--- config.mk ---
export PLATFORM = sky130hd
export DESIGN_NAME = updown_sweep_ctrl
export DESIGN_NICKNAME = d
export VERILOG_FILES = /design/src/rtl/sweep_pkg.sv /design/src/rtl/udcnt_core.sv /design/src/rtl/updown_sweep_ctrl.sv
export SDC_FILE = /design/constraint.sdc
export NUM_CORES = 1
export LEC_CHECK = 0
export ABC_AREA = 1
export CORE_ASPECT_RATIO = 1.1
export CORE_MARGIN = 1.5
export CORE_UTILIZATION = 35
export DETAILED_ROUTE_END_ITERATION = 16
export PLACE_DENSITY = 0.64
export SLEW_MARGIN = 20
export SYNTH_ARGS = -nofsm -noshare
export SYNTH_HDL_FRONTEND = slang
export SYNTH_HIERARCHICAL = 1
export SYNTH_SLANG_ARGS = --single-unit
export TNS_END_PERCENT = 20
--- constraint.sdc ---
create_clock -name clk -period 4.6 [get_ports clk]
set_clock_uncertainty 0.15 [all_clocks]
set_input_delay 0.46 -clock clk [delete_from_list [all_inputs] [get_ports clk]]
set_output_delay 0.46 -clock clk [all_outputs]
set_load 0.05 [all_outputs]
--- src/rtl/sweep_pkg.sv ---
// Shared definitions for the up/down sweep sequencer.
//   sweep_state_t : controller states (IDLE, UP, DOWN, DWELL, DONE)
//   SWEEP_WIDTH   : default counter / bound width
//   SWEEP_CYC_W   : default round-trip count width
package sweep_pkg;

  localparam int unsigned SWEEP_WIDTH = 8;
  localparam int unsigned SWEEP_CYC_W = 4;

  typedef enum logic [2:0] {
    S_IDLE,
    S_UP,
    S_DOWN,
    S_DWELL,
    S_DONE
  } sweep_state_t;

endpackage

--- src/rtl/udcnt_core.sv ---
// WIDTH-bit up/down counter with synchronous load.
//   clk, rst  : rising-edge clock, async active-high reset (clears to 0)
//   load      : load load_val (priority over en)
//   load_val  : value to load
//   en        : count enable
//   mode      : 0 = increment, 1 = decrement
//   cnt       : counter value
module udcnt_core #(
  parameter int unsigned WIDTH = 8
) (
  input  logic             clk,
  input  logic             rst,
  input  logic             load,
  input  logic [WIDTH-1:0] load_val,
  input  logic             en,
  input  logic             mode,
  output logic [WIDTH-1:0] cnt
);

  logic [WIDTH-1:0] r_cnt;

  always_ff @(posedge clk or posedge rst) begin
    if (rst)       r_cnt <= '0;
    else if (load) r_cnt <= load_val;
    else if (en)   r_cnt <= mode ? r_cnt - 1'b1 : r_cnt + 1'b1;
  end

  assign cnt = r_cnt;

endmodule

--- src/rtl/updown_sweep_ctrl.sv ---
// Triangle-sweep sequencer for an up/down counter: load lo, count up to hi,
// back down to lo, repeated for `cycles` round trips, then pulse done.
// Optional feature macro: SWEEP_DWELL_EN (hold DWELL_CYC extra cycles at
// each turning point except the final lo).
//   clk, rst     : rising-edge clock, async active-high reset
//   start, abort : sweep request (IDLE only) / stop request (while busy)
//   lo, hi       : bounds, captured at start
//   cycles       : round-trip count, captured at start
//   cnt, dir     : counter value, direction (1 = counting down)
//   busy         : sweep in progress
//   done, err    : completion pulse / rejected-start pulse
module updown_sweep_ctrl
  import sweep_pkg::*;
#(
  parameter int unsigned WIDTH     = SWEEP_WIDTH,
  parameter int unsigned CYC_W     = SWEEP_CYC_W,
  parameter int unsigned DWELL_CYC = 2
) (
  input  logic             clk,
  input  logic             rst,
  input  logic             start,
  input  logic             abort,
  input  logic [WIDTH-1:0] lo,
  input  logic [WIDTH-1:0] hi,
  input  logic [CYC_W-1:0] cycles,
  output logic [WIDTH-1:0] cnt,
  output logic             dir,
  output logic             busy,
  output logic             done,
  output logic             err
);

  sweep_state_t     r_state, w_next;
  logic [WIDTH-1:0] r_lo, r_hi;
  logic [CYC_W-1:0] r_rem;
  logic             r_dir, r_err;
  logic [WIDTH-1:0] w_cnt;
  logic             w_load, w_en, w_mode, w_cap, w_rej, w_rem_dec, w_dir_nxt;

`ifdef SWEEP_DWELL_EN
  localparam int unsigned DW_W = (DWELL_CYC > 1) ? $clog2(DWELL_CYC) : 1;
  logic [DW_W-1:0] r_dwell;
  logic            w_dwell_ld, w_dwell_dec;
`endif

  udcnt_core #(.WIDTH(WIDTH)) u_core (
    .clk      (clk),
    .rst      (rst),
    .load     (w_load),
    .load_val (lo),
    .en       (w_en),
    .mode     (w_mode),
    .cnt      (w_cnt)
  );

  always_comb begin
    w_next    = r_state;
    w_load    = 1'b0;
    w_en      = 1'b0;
    w_mode    = 1'b0;
    w_cap     = 1'b0;
    w_rej     = 1'b0;
    w_rem_dec = 1'b0;
    w_dir_nxt = r_dir;
`ifdef SWEEP_DWELL_EN
    w_dwell_ld  = 1'b0;
    w_dwell_dec = 1'b0;
`endif
    case (r_state)
      S_IDLE: begin
        if (start) begin
          if ((lo < hi) && (cycles != '0)) begin
            w_cap     = 1'b1;
            w_load    = 1'b1;
            w_dir_nxt = 1'b0;
            w_next    = S_UP;
          end else begin
            w_rej = 1'b1;
          end
        end
      end
      S_UP: begin
        if (abort) begin
          w_next = S_IDLE;
        end else if (w_cnt != r_hi) begin
          w_en = 1'b1;
        end else begin
`ifdef SWEEP_DWELL_EN
          w_dwell_ld = 1'b1;
          w_next     = S_DWELL;
`else
          w_en      = 1'b1;
          w_mode    = 1'b1;
          w_dir_nxt = 1'b1;
          w_next    = S_DOWN;
`endif
        end
      end
      S_DOWN: begin
        if (abort) begin
          w_next = S_IDLE;
        end else if (w_cnt != r_lo) begin
          w_en   = 1'b1;
          w_mode = 1'b1;
        end else if (r_rem == CYC_W'(1)) begin
          w_next = S_DONE;
        end else begin
          w_rem_dec = 1'b1;
`ifdef SWEEP_DWELL_EN
          w_dwell_ld = 1'b1;
          w_next     = S_DWELL;
`else
          w_en      = 1'b1;
          w_dir_nxt = 1'b0;
          w_next    = S_UP;
`endif
        end
      end
`ifdef SWEEP_DWELL_EN
      // dir still holds the pre-turn direction; the exit step reverses it.
      S_DWELL: begin
        if (abort) begin
          w_next = S_IDLE;
        end else if (r_dwell == '0) begin
          w_en      = 1'b1;
          w_mode    = ~r_dir;
          w_dir_nxt = ~r_dir;
          w_next    = r_dir ? S_UP : S_DOWN;
        end else begin
          w_dwell_dec = 1'b1;
        end
      end
`endif
      S_DONE:  w_next = S_IDLE;
      default: w_next = S_IDLE;
    endcase
  end

  always_ff @(posedge clk or posedge rst) begin
    if (rst) begin
      r_state <= S_IDLE;
      r_lo    <= '0;
      r_hi    <= '0;
      r_rem   <= '0;
      r_dir   <= 1'b0;
      r_err   <= 1'b0;
    end else begin
      r_state <= w_next;
      r_dir   <= w_dir_nxt;
      r_err   <= w_rej;
      if (w_cap) begin
        r_lo  <= lo;
        r_hi  <= hi;
        r_rem <= cycles;
      end else if (w_rem_dec) begin
        r_rem <= r_rem - 1'b1;
      end
    end
  end

`ifdef SWEEP_DWELL_EN
  always_ff @(posedge clk or posedge rst) begin
    if (rst)              r_dwell <= '0;
    else if (w_dwell_ld)  r_dwell <= DW_W'(DWELL_CYC - 1);
    else if (w_dwell_dec) r_dwell <= r_dwell - 1'b1;
  end
`endif

  assign cnt  = w_cnt;
  assign dir  = r_dir;
  assign busy = (r_state == S_UP) || (r_state == S_DOWN) || (r_state == S_DWELL);
  assign done = (r_state == S_DONE);
  assign err  = r_err;

endmodule

==> results.toml <==
[floorplanning]
ios = 36
initial_core_util_pct = 36.7
core_mm2 = 0.00667
die_h_um = 90.7
rows = 31
die_x_um = 82.8
dieArea_mm2 = 0.00751

[clock_network]
cts_resized = 0
htreeDepth = 2
cts_root_buf = "clkbuf_8"
cts.sinks = 33
post_cts_buffers = 0
cts_made_buffers = 5
clk_pin_slew_ns = 0.07
cts_tree = "built"
cts_max_path_buffers = 2
postCtsHoldBufs = 0
clock_latency_ns = 0.29

[power_and_ir_drop]
peakVddDrop_v = 0.000211
leakagePower_uw = 0.00155
p_per_area_mw_per_mm2 = 531

[job]
drv_cap = 0

[timing]
finalHoldViolCount = 0
worst_pin_slew_ns = 0.932
setup_viol = 0
min_period_ns = 2.86
whs_ns = 0.310
fin_crit_sh_pct = 62.2
slew_violations = 0
fmax_ghz = 0.349
rsz0062_at_grt = "no"
finalSetupTns_ns = 0
relSlewSlack_pct = 37.5
setup_ws_ns = 1.74

[critical_path]
reg2reg_depth = 19
crit_top_cell = "nand2_1"
path_cells = "clkdlybuf4s50_1 -> ha_1 -> a21oi_1 -> nand2_1 -> nor2_2 -> nand3_4 -> inv_6 -> or2_4 -> clkinv_4 -> a22oi_1 -> nand2_1"
path_max_fanout = 28
rrSetupSlack_ns = 1.85
crit_type = "in -> reg"
rr_startpoint = "u_core/cnt[7]"
worstSetupEndpointType = "register"
r2r_end = "u_core/cnt[6]"
crit_arrival_ns = 2.89
cp-start-kind = "input pin"
slowest_stage = "clkdlybuf4s50_1"
cp_slowest_stage_delay_ns = 0.49
required_ns = 4.62

[route]
wire_per_inst_um = 12.4
drtIter0Drc = 98
ant_nets = 0
drtPass1Iterations = 4
drc = 0
drt_wl_total_um = 5630
post_drt_via_cell_ratio = 4.77
num_vias = 2156

[layout]
mostFrequentLayoutCells = "113 x nand2_1, 51 x inv_1, 35 x clkdlybuf4s50_1"
antennaDiodeCount = 0
areaGrowthSynthToFinish_pct = 20.0
fin_util_pct = 44.0
finish.instance_area_mm2 = 0.00294
fin_nets = 409
final_common_cell = "nand2_1"
drive_gt1_share_pct = 10.5

[synthesis]
async_flop_share_pct = 100
synth.avg_cell_area_um2 = 7.42
synth_top_area_share_pct = 33.7
syn_inst = 330
ys_seq_area_share_pct = 33.7
synth_area_leaders = "dfrtp_1 34%, nand2_1 17%, inv_1 8.0%, ha_1 7.7%, nand3_1 4.5%"
synth_top_area_cell = "dfrtp_1"
synth_ff_type = "dfrtp_1"
yosys.cell_types.count = 35
yosysWarnings = 6
synth_edf_count = 0
synthesis.area_mm2 = 0.00245
ys_ff_latch = 33
syn_nets = 370

[global_route]
antenna_found_initial = 0
grt_pass1_vias = 2051
grtUsageTotal_pct = 16.2
grt_first_pass_wirelength_um = 9270
grt_overflow_total = 0
grt_max_degree = 29

[placement]
hpwl_um = 4430
portBuffers = 35
place_area_mm2 = 0.00286
pre_cts_ws_ns = 1.41
gp_congestion = 0.839

[hold_path]
min_path_type = "in -> async"

[run_status]
status = "complete, no violations"
[critical path: cells and delay by family]
kind	cells	cell delay (ns)
simple gates	5	0.87
buf+inv	3	0.86
fa+ha+maj	1	0.34
compound gates	2	0.33
[report_power, final]
group          switching [uW]  internal, uW  total (uW)
sequential                126           396         522
clock                     109           105         214
combinational             503           320         823
total                     738           821        1560
[synth_stat cells (2+ instances only)]
cell and count:
a21oi_1 5, nor2_2 3, xor2_1 7, ha_1 15, nand2_1 113, o211ai_2 4, nor2_1 23, a22oi_1 4
or2_4 3, xnor2_1 4, inv_1 52, o21ai_0 7, dfrtp_1 33, nand3b_1 2, buf_6 3, nor3_1 2
nand2_2 3, o21ai_2 9, nand3_1 22
[through the flow]
stage,instances,total power [uW]
detailed placement,444,1360
finish,452,1560
CTS,452,1580
global route,452,1690
global placement,444,1340
floorplan,330,1130
[layout make-up]
type,count,area (um2)
repair buffers,36,358
inverters,55,216
clock inverters,2,10.0
flip-flops and latches,33,826
clock buffers,6,72.6
multi-input cells,238,1350
well taps,82,103
fillers,704,3730
[registers in the layout (all words and copies together), names as in the netlist]
name,flops
dir,1
err,1
r_hi,8
r_lo,8
r_rem,4
r_state,3
u_core/cnt,8
[worst max path at each step]
stage | from | end | depth (start not counted)
floorplan | u_core/cnt[7] | u_core/cnt[6] | 18
global placement | lo[7] | u_core/cnt[5] | 11
detailed placement | lo[7] | u_core/cnt[6] | 11
CTS | lo[7] | u_core/cnt[6] | 11
global route | lo[7] | u_core/cnt[6] | 11
finish | lo[7] | u_core/cnt[6] | 11
[logic make-up after synthesis]
logic type	share of synthesized area, %
simple gates	32.2
buf+inv	11.0
compound gates	10.6
flops	33.7
fa+ha+maj	8.48
xor+xnor	3.93
[per-layer routing]
metal  GRT usage [%]  share of wire (%)  wire [um]  vias to the layer above
li1                -                  -          -                     1115
met1            21.3                 46       2580                      991
met2            26.9                 49       2750                       45
met3            3.03                4.0        225                        5
met4            4.17                1.3         71                        0
met5               0                  0          0                        -
No activity file was read; power rests on OpenSTA's default activity.
